`src/rtl/alu_pkg.sv`:
```
// Shared ALU definitions: bit-serial FSM state encoding and default datapath width.
package alu_pkg;

  localparam int ALU_W = 4;

  typedef enum logic [1:0] {
    IDLE = 2'b00,
    RUN  = 2'b01,
    DONE = 2'b10
  } state_t;

endpackage

```
`src/rtl/serial_adder_fadr.sv`:
```
// Single-bit full adder cell; the addition mirror of the full-subtractor cell.
module fadr (
  input  logic a,
  input  logic b,
  input  logic c,
  output logic sum,
  output logic carry
);

  assign sum   = a ^ b ^ c;
  assign carry = (a & b) | (b & c) | (c & a);

endmodule

```
`src/rtl/serial_adder.sv`:
```
// Bit-serial ripple adder: one full-adder cell, LSB first, WIDTH cycles per operation.
module serial_adder
  import alu_pkg::*;
#(
  parameter int WIDTH = ALU_W
) (
  input  logic             clk,
  input  logic             rst,
  input  logic             start,
  input  logic [WIDTH-1:0] a,
  input  logic [WIDTH-1:0] b,
  input  logic             cin,
  output logic             busy,
  output logic             done,
  output logic [WIDTH-1:0] sum,
  output logic             cout
);

  localparam int CW = $clog2(WIDTH);
  localparam logic [CW-1:0] LAST = CW'(WIDTH - 1);

  state_t           state_reg;
  logic [WIDTH-1:0] sa_reg;
  logic [WIDTH-1:0] sb_reg;
  logic [WIDTH-1:0] ps_reg;
  logic [CW-1:0]    cnt_reg;
  logic             carry_reg;
  logic [WIDTH-1:0] sum_reg;
  logic             cout_reg;
  logic             busy_reg;
  logic             done_reg;

  logic bit_sum;
  logic carry_next;

  fadr u_fadr (
    .a     (sa_reg[0]),
    .b     (sb_reg[0]),
    .c     (carry_reg),
    .sum   (bit_sum),
    .carry (carry_next)
  );

  always_ff @(posedge clk) begin
    if (rst) begin
      state_reg <= IDLE;
      sa_reg    <= '0;
      sb_reg    <= '0;
      ps_reg    <= '0;
      cnt_reg   <= '0;
      carry_reg <= 1'b0;
      sum_reg   <= '0;
      cout_reg  <= 1'b0;
      busy_reg  <= 1'b0;
      done_reg  <= 1'b0;
    end else begin
      done_reg <= 1'b0;
      case (state_reg)
        IDLE, DONE: begin
          if (start) begin
            sa_reg    <= a;
            sb_reg    <= b;
            carry_reg <= cin;
            cnt_reg   <= '0;
            ps_reg    <= '0;
            busy_reg  <= 1'b1;
            state_reg <= RUN;
          end else begin
            busy_reg  <= 1'b0;
            state_reg <= IDLE;
          end
        end
        RUN: begin
          sa_reg    <= {1'b0, sa_reg[WIDTH-1:1]};
          sb_reg    <= {1'b0, sb_reg[WIDTH-1:1]};
          carry_reg <= carry_next;
          ps_reg    <= {bit_sum, ps_reg[WIDTH-1:1]};
          cnt_reg   <= cnt_reg + CW'(1);
          // Result registers move only here, so partial sums never reach the outputs.
          if (cnt_reg == LAST) begin
            sum_reg   <= {bit_sum, ps_reg[WIDTH-1:1]};
            cout_reg  <= carry_next;
            done_reg  <= 1'b1;
            busy_reg  <= 1'b0;
            state_reg <= DONE;
          end
        end
        default: begin
          busy_reg  <= 1'b0;
          state_reg <= IDLE;
        end
      endcase
    end
  end

  assign busy = busy_reg;
  assign done = done_reg;
  assign sum  = sum_reg;
  assign cout = cout_reg;

endmodule
```
`config.mk`:
```
export PLATFORM = sky130hd
export DESIGN_NAME = serial_adder
export DESIGN_NICKNAME = d
export VERILOG_FILES = /design/src/rtl/alu_pkg.sv /design/src/rtl/serial_adder_fadr.sv /design/src/rtl/serial_adder.sv
export SDC_FILE = /design/constraint.sdc
export NUM_CORES = 1
export LEC_CHECK = 0
export BUFFER_PORTS_ARGS = -buffer_cell sky130_fd_sc_hd__buf_2
export CAP_MARGIN = 5
export CORE_MARGIN = 2
export CORE_UTILIZATION = 50
export DETAILED_ROUTE_END_ITERATION = 12
export PLACE_DENSITY = 0.74
export SETUP_SLACK_MARGIN = 0.02
export SYNTH_ARGS = -nofsm -noshare
export SYNTH_HDL_FRONTEND = slang
export SYNTH_HIERARCHICAL = 1
export SYNTH_SLANG_ARGS = --single-unit
```
`constraint.sdc`:
```
create_clock -name clk -period 1.5 [get_ports clk]
set_clock_uncertainty 0.05 [all_clocks]
set_input_delay 0.075 -clock clk [delete_from_list [all_inputs] [get_ports clk]]
set_output_delay 0.075 -clock clk [all_outputs]
set_load 0.02 [all_outputs]
```
==> metrics.txt <==
period utilization 0.9041; Crit path largest cell delay between 0.3 and 0.4 ns; reg2reg end sum[2]; Worst Hold End state_reg[0]; Slowest cell on crit path dfxtp_1; Fin. Hold Viols 0; Layout Cells excl Fill about 160; antenna violations before repair 0; DRC 0; setup violators final 0; FF-to-FF path depth 4; YS warnings 6; Hold Startpoint rst; pwr dens 976.4 mW/mm^2; Worst Path Arrival 1.50 ns; first-pass GRT wire length between 2000 and 3000 um; setup TNS 0 ns; Max Clk Rate between 700 and 800 MHz; Placed Area 0.001018 mm^2; Setup CP Type reg -> reg; core area between 0.0015 and 0.002 mm^2; CP top delay family simple AND/OR/NAND/NOR gates; postcts setup bufs 0; DRT Pass-1 Iters 4; buffers from clock root to sink, at most 2; clock-pin slew on the worst setup and hold paths between 0.1 and 0.15 ns; FP Rows 15; CTS buffer count 3; CTS Sinks 23; worst path buffer plus inverter count 0; crit-path max FO 8; critical path capture point type flip-flop; RSZ-0062 raised after global routing no; vias in the first global route 676; routed len/inst about 11 um; DRC marker count from the first detailed-route iteration 12; Worst Hold Class in -> reg; Tightest Pin Transition 0.4134 ns; diode count 0; Final nets approximately 150; status completed; HPWL after DPL between 1000 and 1500 um; Starting Density 0.5333; fraction of layout cells with a size suffix above 1 0.2015; Die Area 0.002223 mm^2; max_cap viols 0; Final Critical Period between 1 and 1.5 ns; Via density approximately 5.1; flop2flop setup slack roughly 0.14 ns; CTS tree yes; post-route cell area approximately 0.0011 mm^2; largest net degree at the start of global routing 24; crit start category flip-flop; synthesized area per cell roughly 8.5 um^2; Placed Cells around 150; hold-critical path depth 2; global router's overall resource usage 0.1833; reg2reg start cnt_reg[0]; DIE HEIGHT between 40 and 50 um; Slew headroom 0.7244; Seq/Total Area, Yosys 0.4946; Max VDD drop between 0.6 and 0.7 mV; Antenna Violating Nets Remaining 0; Vias 806; Placer Congestion ~0.74; Pleak 0.4632 nW; Resize count post-CTS 0; Worst EP required about 1.7 ns; worst path cell trace ha_1 > nand3b_1 > nand2_1 > a21oi_1; Post-Syn Area around 930 um^2; Filler cells around 150; Syn Nets between 100 and 150; Max Slew Vio Count 0; FF+latch count, synth 23; Root Buffer clkbuf_4; die width between 40 and 50 um; Port Buffers 18; # H-tree levels 1; Layout area overhead 22.04%; synth unique cells 19; latest clock arrival within the worst-skew pair a little over 0.3 ns; post-synthesis cell count about 110; routed wire length about 1800 um; Ports 19; GRT overflow 0
==> through the flow <==
| step | utilization | setup slack [ns] | hold slack (ns) | total power [mW] |
|---|---|---|---|---|
| 3_3_place_gp | 0.5835 | 0.1550 | 0.2649 | 0.8117 |
| 4_1_cts | 0.6509 | 0.1302 | 0.1089 | 1.112 |
| 3_5_place_dp | 0.5835 | 0.1541 | 0.2746 | 0.8177 |
| 2_1_floorplan | - | 0.2879 | 0.09714 | 0.7839 |
| 6_report | 0.6509 | 0.1438 | 0.1181 | 1.109 |
| 5_1_grt | 0.6509 | 0.02794 | 0.1259 | 1.168 |
==> power breakdown <==
part	internal, mW	leakage [nW]	total [mW]	switching, mW
Combinational	0.0737	0.258	0.160	0.0867
Clock	0.0996	0.0177	0.285	0.186
Sequential	0.643	0.188	0.664	0.0208
Total	0.816	0.463	1.11	0.293
==> worst max-delay path by stage <==
stage	startpoint	slack (ns)	depth (start not counted)	to
floorplan	cnt_reg[0]	0.29	5	cout
global placement	cnt_reg[0]	0.15	4	sum[3]
detailed placement	cnt_reg[0]	0.15	4	sum[2]
CTS	cnt_reg[0]	0.13	4	sum[3]
global route	cnt_reg[0]	0.03	4	sum[2]
finish	cnt_reg[0]	0.14	4	sum[2]
==> final cells by class <==
type	count	area [um^2]	area share
clock inverters	1	5.005	0.004405
repair buffers	30	202.7	0.1784
clock buffers	3	22.52	0.01982
well taps	25	31.28	0.02753
multi-input cells	77	414.1	0.3645
flip-flops and latches	23	460.4	0.4053
==> cell usage after synthesis (all sizes together) <==
cell / count / area [um^2]
a21oi: 13 / 65.06
nor2: 10 / 37.54
o21a: 1 / 7.510
nand2: 25 / 96.35
nor2b: 1 / 6.260
fa: 1 / 20.02
nand2b: 3 / 18.77
nand3b: 2 / 15.01
buf: 6 / 45.04
a311oi: 7 / 67.56
clkbuf: 3 / 11.26
nand3: 12 / 60.06
ha: 1 / 12.51
dfxtp: 23 / 460.4
and2b: 1 / 7.510
==> layer usage <==
metal | track usage | share of wire
met1 | 0.2375 | 0.49
met2 | 0.2795 | 0.45
met4 | 0.1000 | 0.013
met3 | 0.04615 | 0.042
met5 | 0 | 0
==> cells by family (layout without fill, tap and decap cells) <==
kind of cell / count (synthesis) / count (layout) / share of synthesized area
buf+inv: 9 / 34 / 0.06048
flops: 23 / 23 / 0.4946
fa+ha+maj: 2 / 2 / 0.03494
simple gates: 54 / 54 / 0.2594
compound gates: 21 / 21 / 0.1505
==> what timing repair did <==
action,CTS,global route
hold buffers,9,0
setup endpoints to repair,0,1
hold endpoints to repair,9,0
==> cell usage in the layout (no fill, tap or decap), drive strengths merged <==
cell type,instances
clkbuf,3
dlygate4sd3,9
fa,1
nand2b,3
nor2,10
nor2b,1
nand3,12
ha,1
buf,21
nand2,25
a21oi,13
clkinv,1
dfxtp,23
and2b,1
nand3b,2
a311oi,7
o21a,1
(Power assumes the default switching activity.)
